--- config.mk ---
export PLATFORM = sky130hd
export DESIGN_NAME = mem_port_arbiter
export DESIGN_NICKNAME = d
export VERILOG_FILES = /design/src/rtl/mem_port_arbiter.sv
export SDC_FILE = /design/constraint.sdc
export NUM_CORES = 1
export LEC_CHECK = 0
export BUFFER_PORTS_ARGS = -buffer_cell sky130_fd_sc_hd__buf_2
export CAP_MARGIN = 20
export CELL_PAD_IN_SITES_DETAIL_PLACEMENT = 1
export CELL_PAD_IN_SITES_GLOBAL_PLACEMENT = 1
export CORE_MARGIN = 5
export CORE_UTILIZATION = 37
export CTS_BUF_LIST = sky130_fd_sc_hd__clkbuf_8
export CTS_CLUSTER_SIZE = 28
export DETAILED_ROUTE_END_ITERATION = 12
export PLACE_DENSITY_LB_ADDON = 0.3
export SYNTH_ARGS = -nofsm -noshare
export SYNTH_HDL_FRONTEND = slang
export SYNTH_SLANG_ARGS = --single-unit
--- constraint.sdc ---
create_clock -name clk -period 4.1 [get_ports clk]
set_clock_uncertainty 0.05 [all_clocks]
set_input_delay 0.205 -clock clk [delete_from_list [all_inputs] [get_ports clk]]
set_output_delay 0.205 -clock clk [all_outputs]
set_load 0.03 [all_outputs]
--- src/rtl/mem_port_arbiter.sv ---
// mem_port_arbiter: shares one byte-wide single-ported memory between the instruction-fetch
// port and the data load/store port of the MIPS core. Both ports are arbitrated round-robin.
// A fetch is carried out as four byte reads at if_addr+0..3, with the address wrapping.
//
// Ports:
//   clk, rst_n                     clock and asynchronous active-low reset
//   if_req/if_addr                 fetch request and byte address
//   if_rdata/if_ack                assembled 32-bit instruction and a one-cycle done pulse
//   d_req/d_we/d_addr/d_wdata      data request (d_we=1 is a store)
//   d_rdata/d_ack                  load data and a one-cycle done pulse
//   m_addr/m_wdata/m_we/m_re       memory command (registered; addr/wdata hold when idle)
//   m_rdata                        memory read data, valid MEM_LAT cycles after m_re
module mem_port_arbiter #(
  parameter int unsigned AW         = 8,
  parameter int unsigned MEM_LAT    = 1,
  parameter int unsigned BIG_ENDIAN = 0
) (
  input  logic          clk,
  input  logic          rst_n,
  input  logic          if_req,
  input  logic [AW-1:0] if_addr,
  output logic [31:0]   if_rdata,
  output logic          if_ack,
  input  logic          d_req,
  input  logic          d_we,
  input  logic [AW-1:0] d_addr,
  input  logic [7:0]    d_wdata,
  output logic [7:0]    d_rdata,
  output logic          d_ack,
  output logic [AW-1:0] m_addr,
  output logic [7:0]    m_wdata,
  output logic          m_we,
  output logic          m_re,
  input  logic [7:0]    m_rdata
);

  typedef enum logic [2:0] {StIdle, StIfRd, StDRd, StDWr, StWait, StDone} state_e;

  // cnt counts cycles since the grant: 0 is the first strobe cycle.
  localparam logic [2:0] Lat    = 3'(MEM_LAT);
  localparam logic [2:0] IfLast = 3'(MEM_LAT + 3);

  state_e        state_q, state_d;
  logic [2:0]    cnt_q, cnt_d;
  logic          is_fetch_q, is_fetch_d;
  logic          last_d_q, last_d_d;    // 1: data port won the most recent grant
  logic [23:0]   buf_q, buf_d;          // fetch bytes 0..2, byte 0 ends up in [7:0]
  logic [31:0]   if_rdata_q, if_rdata_d;
  logic          if_ack_q, if_ack_d;
  logic [7:0]    d_rdata_q, d_rdata_d;
  logic          d_ack_q, d_ack_d;
  logic [AW-1:0] m_addr_q, m_addr_d;
  logic [7:0]    m_wdata_q, m_wdata_d;
  logic          m_we_q, m_we_d;
  logic          m_re_q, m_re_d;

  logic          grant_if, grant_d;
  logic [2:0]    byte_idx;

  always_comb begin
    state_d    = state_q;
    cnt_d      = cnt_q + 3'd1;
    is_fetch_d = is_fetch_q;
    last_d_d   = last_d_q;
    buf_d      = buf_q;
    if_rdata_d = if_rdata_q;
    if_ack_d   = 1'b0;
    d_rdata_d  = d_rdata_q;
    d_ack_d    = 1'b0;
    m_addr_d   = m_addr_q;
    m_wdata_d  = m_wdata_q;
    m_we_d     = m_we_q;
    m_re_d     = m_re_q;
    grant_if   = 1'b0;
    grant_d    = 1'b0;
    byte_idx   = cnt_q - Lat;

    unique case (state_q)
      StIdle: begin
        cnt_d    = '0;
        // On a conflict the port that did not win last time goes first.
        grant_d  = d_req && (!if_req || !last_d_q);
        grant_if = if_req && !grant_d;
        if (grant_if) begin
          state_d    = StIfRd;
          is_fetch_d = 1'b1;
          last_d_d   = 1'b0;
          m_re_d     = 1'b1;
          m_addr_d   = if_addr;
        end else if (grant_d) begin
          is_fetch_d = 1'b0;
          last_d_d   = 1'b1;
          m_addr_d   = d_addr;
          if (d_we) begin
            state_d   = StDWr;
            m_we_d    = 1'b1;
            m_wdata_d = d_wdata;
          end else begin
            state_d = StDRd;
            m_re_d  = 1'b1;
          end
        end
      end
      StIfRd: begin
        if (cnt_q == 3'd3) begin
          state_d = StWait;
          m_re_d  = 1'b0;
        end else begin
          m_addr_d = m_addr_q + 1'b1;  // wraps modulo 2^AW
        end
      end
      StDRd: begin
        state_d = StWait;
        m_re_d  = 1'b0;
      end
      StDWr: begin
        state_d = StDone;
        m_we_d  = 1'b0;
        d_ack_d = 1'b1;
      end
      StWait: begin
        if (is_fetch_q && cnt_q == IfLast) begin
          state_d  = StDone;
          if_ack_d = 1'b1;
        end else if (!is_fetch_q && cnt_q == Lat) begin
          state_d   = StDone;
          d_ack_d   = 1'b1;
          d_rdata_d = m_rdata;
        end
      end
      StDone: state_d = StIdle;
      default: state_d = StIdle;
    endcase

    // Fetch byte k arrives MEM_LAT cycles after its strobe; the last one completes the word so
    // if_rdata only changes when a fetch finishes.
    if (is_fetch_q && (state_q == StIfRd || state_q == StWait) && cnt_q >= Lat) begin
      if (byte_idx == 3'd3) begin
        if_rdata_d = (BIG_ENDIAN != 0) ?
                     {buf_q[7:0], buf_q[15:8], buf_q[23:16], m_rdata} :
                     {m_rdata, buf_q};
      end else begin
        buf_d = {m_rdata, buf_q[23:8]};
      end
    end
  end

  always_ff @(posedge clk or negedge rst_n) begin
    if (!rst_n) begin
      state_q    <= StIdle;
      cnt_q      <= '0;
      is_fetch_q <= 1'b0;
      last_d_q   <= 1'b0;
      buf_q      <= '0;
      if_rdata_q <= '0;
      if_ack_q   <= 1'b0;
      d_rdata_q  <= '0;
      d_ack_q    <= 1'b0;
      m_addr_q   <= '0;
      m_wdata_q  <= '0;
      m_we_q     <= 1'b0;
      m_re_q     <= 1'b0;
    end else begin
      state_q    <= state_d;
      cnt_q      <= cnt_d;
      is_fetch_q <= is_fetch_d;
      last_d_q   <= last_d_d;
      buf_q      <= buf_d;
      if_rdata_q <= if_rdata_d;
      if_ack_q   <= if_ack_d;
      d_rdata_q  <= d_rdata_d;
      d_ack_q    <= d_ack_d;
      m_addr_q   <= m_addr_d;
      m_wdata_q  <= m_wdata_d;
      m_we_q     <= m_we_d;
      m_re_q     <= m_re_d;
    end
  end

  assign if_rdata = if_rdata_q;
  assign if_ack   = if_ack_q;
  assign d_rdata  = d_rdata_q;
  assign d_ack    = d_ack_q;
  assign m_addr   = m_addr_q;
  assign m_wdata  = m_wdata_q;
  assign m_we     = m_we_q;
  assign m_re     = m_re_q;

endmodule

# After elaboration in Yosys (flattened, before gate mapping)

Cells that the tools add are included.

Flip-flop bits (word level): 92
Logic and storage cells: 92
Bits of input ports: 37

$add $sub $neg: 3
Equal/unequal tests: 16
Magnitude comparators: 1
Bitwise operators: 3
Reductions and logical operators: 26
Multiplexer cells: 30

Operators with widths:

| cell                  | count |
|---|---|
| $mux W8               | 3 |
| $mux W3               | 6 |
| $mux W1               | 16 |
| $pmux W8 S2           | 1 |
| $pmux W3 S5           | 1 |
| $eq A3 B2 Y1 const B  | 4 |
| $reduce_and A4 Y1     | 3 |
| $ne A2 B2 Y1 const B  | 5 |
| $ne A3 B3 Y1 const B  | 3 |
| $reduce_and A3 Y1     | 3 |
| $add A8 B1 Y8 const B | 1 |
| $eq A3 B1 Y1 const B  | 2 |
| $eq A3 B3 Y1 const B  | 2 |
| $logic_and A1 B1 Y1   | 6 |
| $reduce_and A2 Y1     | 3 |
| $reduce_bool A2 Y1    | 3 |
| $logic_not A1 Y1      | 4 |
| $pmux W1 S2           | 2 |
| $add A3 B1 Y3 const B | 1 |
| $ge A3 B1 Y1 const B  | 1 |
| $logic_not A3 Y1      | 1 |
| $not A1 Y1            | 3 |
| $pmux W1 S3           | 1 |
| $reduce_bool A3 Y1    | 1 |
| other kinds (2)       | 3 |

# Logic depth before layout (Yosys ltp)

Gate-level depths: netlist (run 1).

Depth in word-level cells: 7
Mapped depth: 8
Gate-level depth less buffers: 6

# Worst setup path after synthesis (run 1)

Ideal clock, no wire load.

Kind: register to register
From: register cnt_q[0]
To: register m_addr_q[7], in the netlist m_addr[7]
Setup time: 0.068 ns
Buffers on the path: 1
Clock period less this slack: 1.996 ns
Arrival: 1.878 ns
Slack: 2.104 ns
Stages on the path, launching flop included: 8
Cell sequence: dfrtp_1 ha_1 ha_1 a21oi_1 or3b_1 buf_2 nor4b_1 a221o_1

Longest elaborated chain between the ends: 3

Ends and longest elaborated chain:

| what                        | RTL line | RTL |
|---|---|---|
| from (decl)                 | 44       | `logic [2:0] cnt_q, cnt_d;` |
| from (signal assigned)      | 165      | `cnt_q <= cnt_d;` |
| $eq A3 B2 Y1                | 105      | `if (cnt_q == 3'd3) begin` |
| $ne A2 B2 Y1 (no line)      | --       |  |
| $reduce_and A3 Y1 (no line) | --       |  |
| to (signal assigned)        | 173      | `m_addr_q <= m_addr_d;` |
| to (decl)                   | 52       | `logic [AW-1:0] m_addr_q, m_addr_d;` |

Every way passes these cells.
A chain may end at the register's enable or synchronous reset.

# Worst setup path in the final report (run 1)

From: register state_q[2]
To: register buf_q[1]

Longest elaborated chain between the ends: 5
Elaborated cells on any way between the ends: 6

Ends and longest elaborated chain:

| what                                         | RTL line | RTL |
|---|---|---|
| from (decl)                                  | 43       | `state_e state_q, state_d;` |
| from (signal assigned)                       | 150      | `state_q <= StIdle;` |
| from (signal assigned)                       | 164      | `state_q <= state_d;` |
| $eq A3 B1 Y1 or $eq A3 B3 Y1 (tied branches) | 137      | `if (is_fetch_q && (state_q == StIfRd \|\| state_q == StWait) && cnt_q >= Lat) begin` |
| $logic_or A1 B1 Y1 (*)                       | 137      |  |
| $logic_and A1 B1 Y1 (*) (2 in a row)         | 137      |  |
| $reduce_and A2 Y1 (no line) (*)              | --       |  |
| to (signal assigned)                         | 168      | `buf_q <= buf_d;` |
| to (decl)                                    | 47       | `logic [23:0] buf_q, buf_d;` |

Every way passes the cells marked *; elsewhere a longest branch is shown, timed or not.

==> metrics.md, run 1 <==
| Metric | Value |
|---|---|
| CP endpoint kind | `flip-flop` |
| Synth Instances | `285` |
| Mapped Avg Cell Area | `13.8 um2` |
| Most common cell in the synthesized netlist | `dfrtp_1` |
| Reg clk slew, reported paths | `~0.1 ns` |
| Layout overhead on the synthesized area | `21.5%` |
| Overall global routing resource usage | `14.2%` |
| Hold WS | `0.0282 ns` |
| CP Data Required Time | `4.29 ns` |
| Largest net degree at the start of global routing | `63` |
| Final setup margin | `1.45 ns` |
| CP Max Fanout | `24` |
| Number of port buffers | `96` |
| Vias per cell | `4.97` |
| First-pass GRT wire length | `14,700 um` |
| Die Y | `113 um` |
| Fmax achieved | `0.378 GHz` |
| Post-CTS sizing | `0` |
| Synth Cell Area | `3920 um2` |
| Post-Layout Inst Area | `4760 um2` |
| CTS Root Cell | `clkbuf_8` |
| Post-route setup TNS | `0 ns` |
| VDD IR-drop max | `approximately 300 uV` |
| Final net count | `approximately 430` |
| Commonest cells post-synth | `92 x dfrtp_1, 38 x mux2_2, 35 x mux2_1, 14 x nand2_1, 11 x nor2_1` |
| Slew HR | `30.4%` |
| Num CTS Buffers | `9` |
| Post-synth EDFFs | `0` |
| Total Wirelength | `8590 um` |
| Max Slew Vio Count | `0` |
| Worst-Margin Slew | `1.04 ns` |
| Initial antenna violation count | `0` |
| Share of post-route cells with drive strength above 1 | `about two fifths` |
| Synth area leaders | `dfrtp_1 59%, mux2_2 11%, mux2_1 10%` |
| Post-synth ARST share | `100%` |
| Die width | `~110 um` |
| Ant diodes | `0` |
| Post-CTS Setup Inserts | `0` |
| Hold Crit Class | `primary input to flip-flop` |
| PD cells | `886 nW/um2` |
| Full die area | `12,800 um2` |
| Setup WS pre-CTS | `1.43 ns` |
| Outcome | `finished clean` |
| Detailed Place HPWL | `6140 um` |
| Largest area contributor in the netlist | `dfrtp_1` |
| Worst-Skew Late Latency | `0.36 ns` |
| Number of detailed-route iterations in the first pass | `4` |
| Htree depth | `3` |
| MaxCap Viol Count | `0` |
| DP Area | `4500 um2` |
| Sequential-to-total area share from yosys stat | `58.7%` |
| RSZ-0062 raised after global routing | `no` |
| Final setup vio count | `0` |
| Detailed router's first-iteration violation count | `76` |
| Crit path kind | `flip-flop to flip-flop` |
| Final GP Congestion | `about 0.76` |
| Crit path time final | `2.65 ns` |
| Post-synth top area share | `between 50% and 60%` |
| Vias | `2,607` |
| ANT nets after route | `0` |
| Starting density of the core | `38.0%` |
| Core area | `around 10,000 um2` |
| #FFs+latches synth | `just over 90` |
| Synth Flop Type | `dfrtp_1` |
| Startpoint Class | `flip-flop` |
| Overall power | `4.22 mW` |
| # hold bufs at CTS | `1` |
| Rows | `37` |
| Number of global-route vias before repair | `around 2,900` |
| CTS tree | `done` |
| Drt wl/cell | `16.4 um` |
| IO Count | `97` |
| Grt ovf | `0` |
| Final cycle utilization of the critical path | `64.6%` |
| Syn_nets | `329` |
| Yosys warning count | `0` |
| Final Hold Viols | `0` |
| Pleak | `2.33 nW` |
| Max Root-Sink Buffers | `2` |
| Yosys cell types | `46` |
| CTS sink count | `92` |
| DRC errors left | `0` |
| Worst EP arrival | `roughly 2.8 ns` |
==> sequential cells by signal, indices dropped and copies added, names as in the netlist <==
name and cells:
m_re 1, buf_q 24, cnt_q 3, m_we 1, if_rdata 32, m_addr 8
d_rdata 8, m_wdata 8, last_d_q 1, d_ack 1, if_ack 1, is_fetch_q 1
state_q 3
==> cell type report <==
| class | instances | area (um2) |
|---|---|---|
| clock buffer | 10 | 138 |
| clock inverter | 6 | 116 |
| fill | 1107 | 5560 |
| inverter | 6 | 22.5 |
| multi-input combinational | 176 | 1510 |
| sequential | 92 | 2300 |
| tap | 136 | 170 |
| timing repair buffer | 99 | 505 |
==> report_power, final <==
| part | leakage [nW] | internal [mW] | switching [mW] |
|---|---|---|---|
| logic | 1.07 | 0.705 | 1.11 |
| clock network | 0.127 | 0.427 | 0.331 |
| registers | 1.13 | 1.34 | 0.302 |
| total | 2.33 | 2.47 | 1.75 |
==> cell families (layout without fill, tap and decap cells) <==
kind of cell             Yosys count  count (layout)  share of synthesized area (%)
buffers and inverters             17             121                           2.81
AO/OA/AOI/OAI                     34              34                           5.65
multiplexers                      77              77                           22.0
adder cells (fa/ha/maj)            7               7                           2.23
AND/OR/NAND/NOR                   57              57                           8.42
flip-flops                        92              92                           58.7
XOR/XNOR                           1               1                          0.223
==> per-layer routing <==
| layer | vias up | part of all wire [%] | GRT usage, % |
|---|---|---|---|
| met1 | 1309 | 45 | 18.7 |
| met4 | 0 | 0.98 | 3.61 |
| li1 | 1217 | - | - |
| met3 | 7 | 5.8 | 3.74 |
| met2 | 74 | 48 | 23.3 |
| met5 | - | 0 | 0 |
==> cells in the final DEF, fill, tap and decap left out, drive strengths merged, types with 3 or more instances in the layout <==
| cell | n |
|---|---|
| dfrtp | 92 |
| nand2b | 3 |
| and3 | 3 |
| a21oi | 10 |
| mux2i | 4 |
| inv | 8 |
| clkbuf | 10 |
| nor2 | 11 |
| nand2 | 15 |
| mux2 | 73 |
| a21boi | 3 |
| nor3 | 4 |
| nand3 | 7 |
| buf | 98 |
| ha | 7 |
| bufinv | 3 |
| o21ai | 7 |
==> per-stage QoR <==
stage                     utilization (%)  cells
final                                46.2    525
after global routing                 46.2    525
after CTS                            46.1    524
after detailed placement             43.5    507
after global placement               43.5    507
after floorplan                         -    285
==> worst max-delay path, stage by stage (launching register included) <==
cell     delay, ns
dfrtp_1       0.71
xnor2_1       0.15
nor4b_2       0.33
and2b_1       0.87
mux2_2        0.42
==> path summary, 6_finish.rpt <==
kind | start | depth (start not counted) | endpoint | slack [ns]
worst max-delay path | state_q[2] | 4 | buf_q[1] | 1.45
worst min-delay path | d_wdata[6] | 2 | m_wdata[6] | 0.03
worst max register to register | state_q[2] | 4 | buf_q[1] | 1.45
worst min register to register | buf_q[7] | 1 | if_rdata[7] | 0.44
max in group asynchronous | rst_n | 3 | buf_q[19] | 2.65
min in group asynchronous | rst_n | 2 | buf_q[2] | 0.42
Power figures use the tool's default switching activity.
==> run 2: changes to the inputs <==
==> constraint.sdc (replaced) <==
create_clock -name clk -period 2.8 [get_ports clk]
set_clock_uncertainty 0.05 [all_clocks]
set_input_delay 0.14 -clock clk [delete_from_list [all_inputs] [get_ports clk]]
set_output_delay 0.14 -clock clk [all_outputs]
set_load 0.03 [all_outputs]
==> metrics.md, run 2 (synthesis gave the netlist of run 1 again) <==
| Metric | Value |
|---|---|
| Outcome | `finished clean` |
| PD cells | `1220 nW/um2 (+38%)` |
| Hold path startpoint | `d_req` |
| Core area | `10,300 um2 (unchanged)` |
| Family with the most delay on the worst path | `simple AND/OR/NAND/NOR gates` |
| CTS tree | `done` |
| Final cycle utilization of the critical path | `92.7% (+28 points)` |
| CTS sink count | `92 (unchanged)` |
| Max Slew Vio Count | `0 (unchanged)` |
| CTS Root Cell | `clkbuf_8` |
| Number of global-route vias before repair | `2,941 (+2.8%)` |
| Num CTS Buffers | `9 (unchanged)` |
| Final net count | `452 (+5.6%)` |
| Fin util | `48.1% (+1.9 points)` |
| Int Power | `3.51 mW (+42%)` |
| Inst Count DP | `512 (+0.99%)` |
| Starting density of the core | `38.0% (unchanged)` |
| CP Max Fanout | `6 (-75%)` |
| VDD IR-drop max | `535 uV (+78%)` |
| R2r setup slk | `0.20 ns (-1.25 ns)` |
| Largest net degree at the start of global routing | `50 (-21%)` |
| Ant diodes | `0 (unchanged)` |
| Number of detailed-route iterations in the first pass | `4 (unchanged)` |
| WHS Path Cells | `3 (+1)` |
| Hold Crit Class | `primary input to flip-flop` |
| Layout overhead on the synthesized area | `26.5%` |
| CP Data Required Time | `2.99 ns (-1.30 ns)` |
| Pleak | `2.40 nW (+2.9%)` |
| NetSw | `2.56 mW (+46%)` |
| Drt wl/cell | `15.9 um (-3.1%)` |
| RSZ-0062 raised after global routing | `no` |
| Commonest non-fill, non-tap cell in the layout | `buf_2` |
| Total Wirelength | `8690 um (+1.1%)` |
| Met2 WL | `4140 um (+0.15%)` |
| Buf+Inv Stages, Crit Path | `1 (+1)` |
| Crit path kind | `flip-flop to flip-flop` |
| Crit path time final | `2.60 ns (-0.0507 ns)` |
| ANT nets after route | `0 (unchanged)` |
| Post-route setup TNS | `0 ns (unchanged)` |
| M1 wire length | `3850 um (-0.39%)` |
| CP endpoint kind | `flip-flop` |
| Final setup vio count | `0 (unchanged)` |
| Startpoint Class | `flip-flop` |
| Reg clk slew, reported paths | `0.08 ns (-0.02 ns)` |
| Reg power frac | `39.8% (+0.9 points)` |
| Worst-Margin Slew | `0.694 ns (-0.350 ns)` |
| Detailed router's first-iteration violation count | `78 (+2.6%)` |
| Final GP Congestion | `0.796 (+4.8%)` |
| Die Y | `113 um (unchanged)` |
| Worst Hold End | `last_d_q` |
| Critical R2R Capture | `m_addr[4]` |
| CP max-delay cell | `dlygate4sd3_1` |
| CP most frequent cell | `ha_1` |
| Reg2reg start | `cnt_q[0]` |
| Grt ovf | `0 (unchanged)` |
| Detailed Place HPWL | `6190 um (+0.83%)` |
| Combinational group share of total power | `45.4% (+2.3 points)` |
| Fin cells | `548 (+4.4%)` |
| Slew HR | `53.6% (+23 points)` |
| CP peak stage delay | `0.56 ns (-0.31 ns)` |
| Worst-Skew Late Latency | `0.35 ns (about the same)` |
| Vias | `2,691 (+3.2%)` |
| FF-to-FF path depth | `7 (+3)` |
| Share of post-route cells with drive strength above 1 | `39.8% (-1.1 points)` |
| Fmax achieved | `0.385 GHz (+2.0%)` |
| Overall global routing resource usage | `14.5% (+0.28 points)` |
| Htree depth | `3 (unchanged)` |
| Highest routed layer | `met4` |
| Met3 wire len | `580 um (+16%)` |
| Worst EP arrival | `2.79 ns (-0.04 ns)` |
| First-pass GRT wire length | `14,800 um (+0.94%)` |
| Clock power frac | `14.8% (-3.2 points)` |
| Full die area | `12,800 um2 (unchanged)` |
| MaxCap Viol Count | `0 (unchanged)` |
| Die width | `113 um (unchanged)` |
| Max FFs per register | `32 (unchanged)` |
| IO Count | `97 (unchanged)` |
| Initial antenna violation count | `0 (unchanged)` |
| Commonest non-fill, non-tap cells in the layout | `95 x buf_2, 92 x dfrtp_1, 38 x mux2_2` |
| Number of port buffers | `96 (unchanged)` |
| Hold WS | `0.0714 ns (+0.0433 ns)` |
| Sw frac | `42.1% (+0.72 points)` |
| Post-CTS Setup Inserts | `0 (unchanged)` |
| Rows | `37 (unchanged)` |
| CP cell instances | `ha_1 > ha_1 > a21oi_2 > or3b_4 > nor3_1 > a311oi_1 > dlygate4sd3_1` |
| Max Root-Sink Buffers | `2 (unchanged)` |
| Vias per cell | `4.91 (-1.1%)` |
| Final Hold Viols | `0 (unchanged)` |
| DRC errors left | `0 (unchanged)` |
==> run 2: changes by cell type in the layout (fill, tap and decap cells not counted), sizes merged <==
cell / previous run / this run
buf: 98 / 102
clkinvlp: 0 / 3
inv: 8 / 7
clkinv: 1 / 0
dlygate4sd3: 1 / 21
bufinv: 3 / 1
==> run 2: stage by stage <==
stage,power [mW],worst slack (ns),cell area (um2)
after floorplan,4.35,0.804,3920
after global placement,5.06,0.651,4550
after detailed placement,5.18,0.559,4550
after CTS,6.15,0.141,4950
after global routing,6.51,0.0319,4960
final,6.07,0.204,4960
==> run 2: how the worst max path moves through the flow <==
stage / startpoint / to / slack [ns] / depth (start not counted)
finish: cnt_q[0] / m_addr[4] / 0.20 / 7
floorplan: cnt_q[0] / m_addr[7] / 0.80 / 7
global route: cnt_q[0] / m_addr[4] / 0.03 / 7
CTS: cnt_q[0] / m_addr[4] / 0.14 / 7
global placement: state_q[2] / buf_q[2] / 0.65 / 5
detailed placement: state_q[2] / buf_q[2] / 0.56 / 5
==> run 2: per-layer routing <==
metal	vias to the layer above	track usage [%]
li1	1262	-
met1	1343	18.7
met2	75	23.5
met3	11	3.90
met4	0	5.05
met5	-	0
==> run 2: area by class of cell <==
cell class,instances,area (um2)
Multi-Input combinational cell,176,1520
Clock inverter,5,61.3
Tap cell,136,170
Sequential cell,92,2300
Clock buffer,10,138
Fill cell,1084,5360
Inverter,6,22.5
Timing Repair Buffer,123,751
==> run 2: power by group through the flow <==
| stage | combinational [mW] | sequential (mW) | clock, mW |
|---|---|---|---|
| after global routing | 3.00 | 2.52 | 1.00 |
| after CTS | 2.79 | 2.43 | 0.933 |
| after global placement | 2.65 | 2.41 | 0 |
| after detailed placement | 2.73 | 2.45 | 0 |
| final | 2.76 | 2.42 | 0.897 |
| after floorplan | 1.25 | 3.10 | 0 |
==> run 2: repair_timing <==
item | 4_1_cts | 5_1_grt
endpoints found under the hold margin | 80 | 0
endpoints found under the setup margin | 0 | 2
hold buffers | 21 | 0
resized for setup | 0 | 2
==> run 2: worst register-to-register path: stages, from the launching register on <==
cell and delay (ns):
dfrtp_1 0.43, ha_1 0.22, ha_1 0.24, a21oi_2 0.19, or3b_4 0.44, nor3_1 0.27
a311oi_1 0.09, dlygate4sd3_1 0.56
==> run 3: changes to the inputs <==
--- a/config.mk
+++ b/config.mk
@@ -9,6 +9,7 @@
 export CAP_MARGIN = 20
 export CELL_PAD_IN_SITES_DETAIL_PLACEMENT = 1
 export CELL_PAD_IN_SITES_GLOBAL_PLACEMENT = 1
+export CORE_ASPECT_RATIO = 1.5
 export CORE_MARGIN = 5
 export CORE_UTILIZATION = 37
 export CTS_BUF_LIST = sky130_fd_sc_hd__clkbuf_8
==> metrics.md, run 3 (synthesis gave the netlist of run 1 again) <==
| Metric | Value |
|---|---|
| CP endpoint kind | `flip-flop` |
| Number of port buffers | `96 (unchanged)` |
| Grt ovf | `0 (unchanged)` |
| Number of global-route vias before repair | `2,979 (+1.3%)` |
| Inst Count DP | `521 (+1.8%)` |
| Ant diodes | `0 (unchanged)` |
| CTS tree | `done` |
| Detailed Place HPWL | `6500 um (+5.0%)` |
| Max FFs per register | `32 (unchanged)` |
| Max Root-Sink Buffers | `2 (unchanged)` |
| Crit path kind | `flip-flop to flip-flop` |
| Starting density of the core | `37.4% (-0.55 points)` |
| ANT nets after route | `0 (unchanged)` |
| Hold Crit Class | `primary input to flip-flop` |
| CP max-delay cell | `dlygate4sd3_1` |
| Post-route setup TNS | `0 ns (unchanged)` |
| Hold path startpoint | `d_addr[1]` |
| CP Data Required Time | `3.01 ns (+0.02 ns)` |
| Post-CTS Setup Inserts | `0 (unchanged)` |
| Num CTS Buffers | `9 (unchanged)` |
| Commonest non-fill, non-tap cells in the layout | `95 x buf_2, 92 x dfrtp_1, 38 x mux2_2` |
| CP Max Fanout | `6 (unchanged)` |
| CTS Root Cell | `clkbuf_8` |
| Reg2reg start | `cnt_q[0]` |
| Outcome | `finished clean` |
| CP cell instances | `ha_1 > ha_1 > a21oi_1 > or3b_1 > nor3_1 > a311oi_1 > dlygate4sd3_1` |
| First-pass GRT wire length | `14,900 um (+0.56%)` |
| Htree depth | `3 (unchanged)` |
| CP startpoint | `cnt_q[0]` |
| Layout overhead on the synthesized area | `28.0%` |
| IO Count | `97 (unchanged)` |
| CTS sink count | `92 (unchanged)` |
| Max Slew Vio Count | `0 (unchanged)` |
| Drt wl/cell | `16.1 um (+1.7%)` |
| Final net count | `454 (+0.44%)` |
| DRC errors left | `0 (unchanged)` |
| CP most frequent cell | `ha_1` |
| Largest net degree at the start of global routing | `84 (+68%)` |
| MaxCap Viol Count | `0 (unchanged)` |
| Commonest non-fill, non-tap cell in the layout | `buf_2` |
| VDD IR-drop max | `440 uV (-18%)` |
| Vias | `2,695 (+0.15%)` |
| Worst EP arrival | `2.88 ns (+0.09 ns)` |
| CP peak stage delay | `0.56 ns (about the same)` |
| Crit path time final | `2.67 ns (+0.0753 ns)` |
| RSZ-0062 raised after global routing | `no` |
| Core area | `10,500 um2 (+1.5%)` |
| Fin cells | `559 (+2.0%)` |
| Full die area | `12,800 um2 (+0.33%)` |
| Number of detailed-route iterations in the first pass | `4 (unchanged)` |
| Rows | `46 (+24%)` |
| Vias per cell | `4.82 (-1.8%)` |
| Die width | `94.1 um (-17%)` |
| Buf+Inv Stages, Crit Path | `1 (unchanged)` |
| Worst-Skew Late Latency | `0.36 ns (about the same)` |
| Startpoint Class | `flip-flop` |
| Fmax achieved | `0.374 GHz (-2.8%)` |
| Final cycle utilization of the critical path | `95.4% (+2.7 points)` |
| Initial antenna violation count | `0 (unchanged)` |
| Family with the most delay on the worst path | `simple AND/OR/NAND/NOR gates` |
| PD cells | `1230 nW/um2 (+0.20%)` |
| Final GP Congestion | `0.848 (+6.6%)` |
| Detailed router's first-iteration violation count | `48 (-38%)` |
| Die Y | `136 um (+20%)` |
| Slew HR | `55.5% (+1.9 points)` |
| Worst-Margin Slew | `0.665 ns (-0.0287 ns)` |
| Reg clk slew, reported paths | `0.09 ns (about the same)` |
| Share of post-route cells with drive strength above 1 | `39.8% (-0.047 points)` |
| Pleak | `2.44 nW (+1.8%)` |
| Total Wirelength | `9010 um (+3.7%)` |
| Final setup vio count | `0 (unchanged)` |
| Fillers | `1,144 (+5.5%)` |
| Overall global routing resource usage | `15.0% (+0.54 points)` |
| Final Hold Viols | `0 (unchanged)` |
-- run 3: timing repair --
item,in CTS,in global routing
hold buffers,21,0
resized for setup,0,0
endpoints found under the hold margin,115,0
-- run 3: area by class of cell --
class / count / area [um2] / share of cell area (%)
clock inverter: 4 / 56.3 / 1.12
inverter: 6 / 22.5 / 0.448
timing repair buffer: 125 / 786 / 15.6
clock buffer: 12 / 165 / 3.29
sequential: 92 / 2300 / 45.8
multi-input combinational: 176 / 1510 / 30.1
tap: 144 / 180 / 3.59
-- run 3: path summary, 6_finish.rpt --
path / endpoint / slack, ns / cells after the start
worst min register to register: if_rdata[5] / 0.43 / 1
worst max register to register: m_addr[4] / 0.13 / 7
worst min-delay path: m_addr[1] / 0.04 / 3
worst max-delay path: m_addr[4] / 0.13 / 7
max in group asynchronous: m_re / 1.99 / 3
min in group asynchronous: if_rdata[2] / 0.13 / 2
-- run 3: metrics by stage --
stage | setup slack [ns] | area, um2 | hold WS, ns | utilization, % | power [mW]
after floorplan | 0.804 | 3920 | -0.206 | - | 4.35
after global placement | 0.674 | 4560 | 0.326 | 43.6 | 5.10
after detailed placement | 0.589 | 4560 | 0.326 | 43.6 | 5.22
after CTS | 0.149 | 4990 | 0.0320 | 47.7 | 6.25
after global routing | 0.0356 | 5020 | 0.0429 | 47.9 | 6.59
final | 0.129 | 5020 | 0.0416 | 47.9 | 6.16
-- run 3: tightest hold or removal path, stage by stage --
cell	delay [ns]
buf_2	0.08
a211oi_1	0.05
o21ai_0	0.15
-- run 3: where the power goes --
part | leakage (nW) | switching [mW] | total [mW] | internal, mW
Sequential | 1.13 | 0.403 | 2.37 | 1.96
Combinational | 1.20 | 1.71 | 2.83 | 1.12
Clock | 0.113 | 0.465 | 0.956 | 0.491
-- run 3: per-layer routing --
metal  share of wire [%]  GRT usage [%]  vias up
li1                    -              -     1270
met1                  42           17.8     1338
met2                  52           26.4       75
met3                 5.1           3.88       12
met4                 1.3           4.58        0
met5                   0              0        -
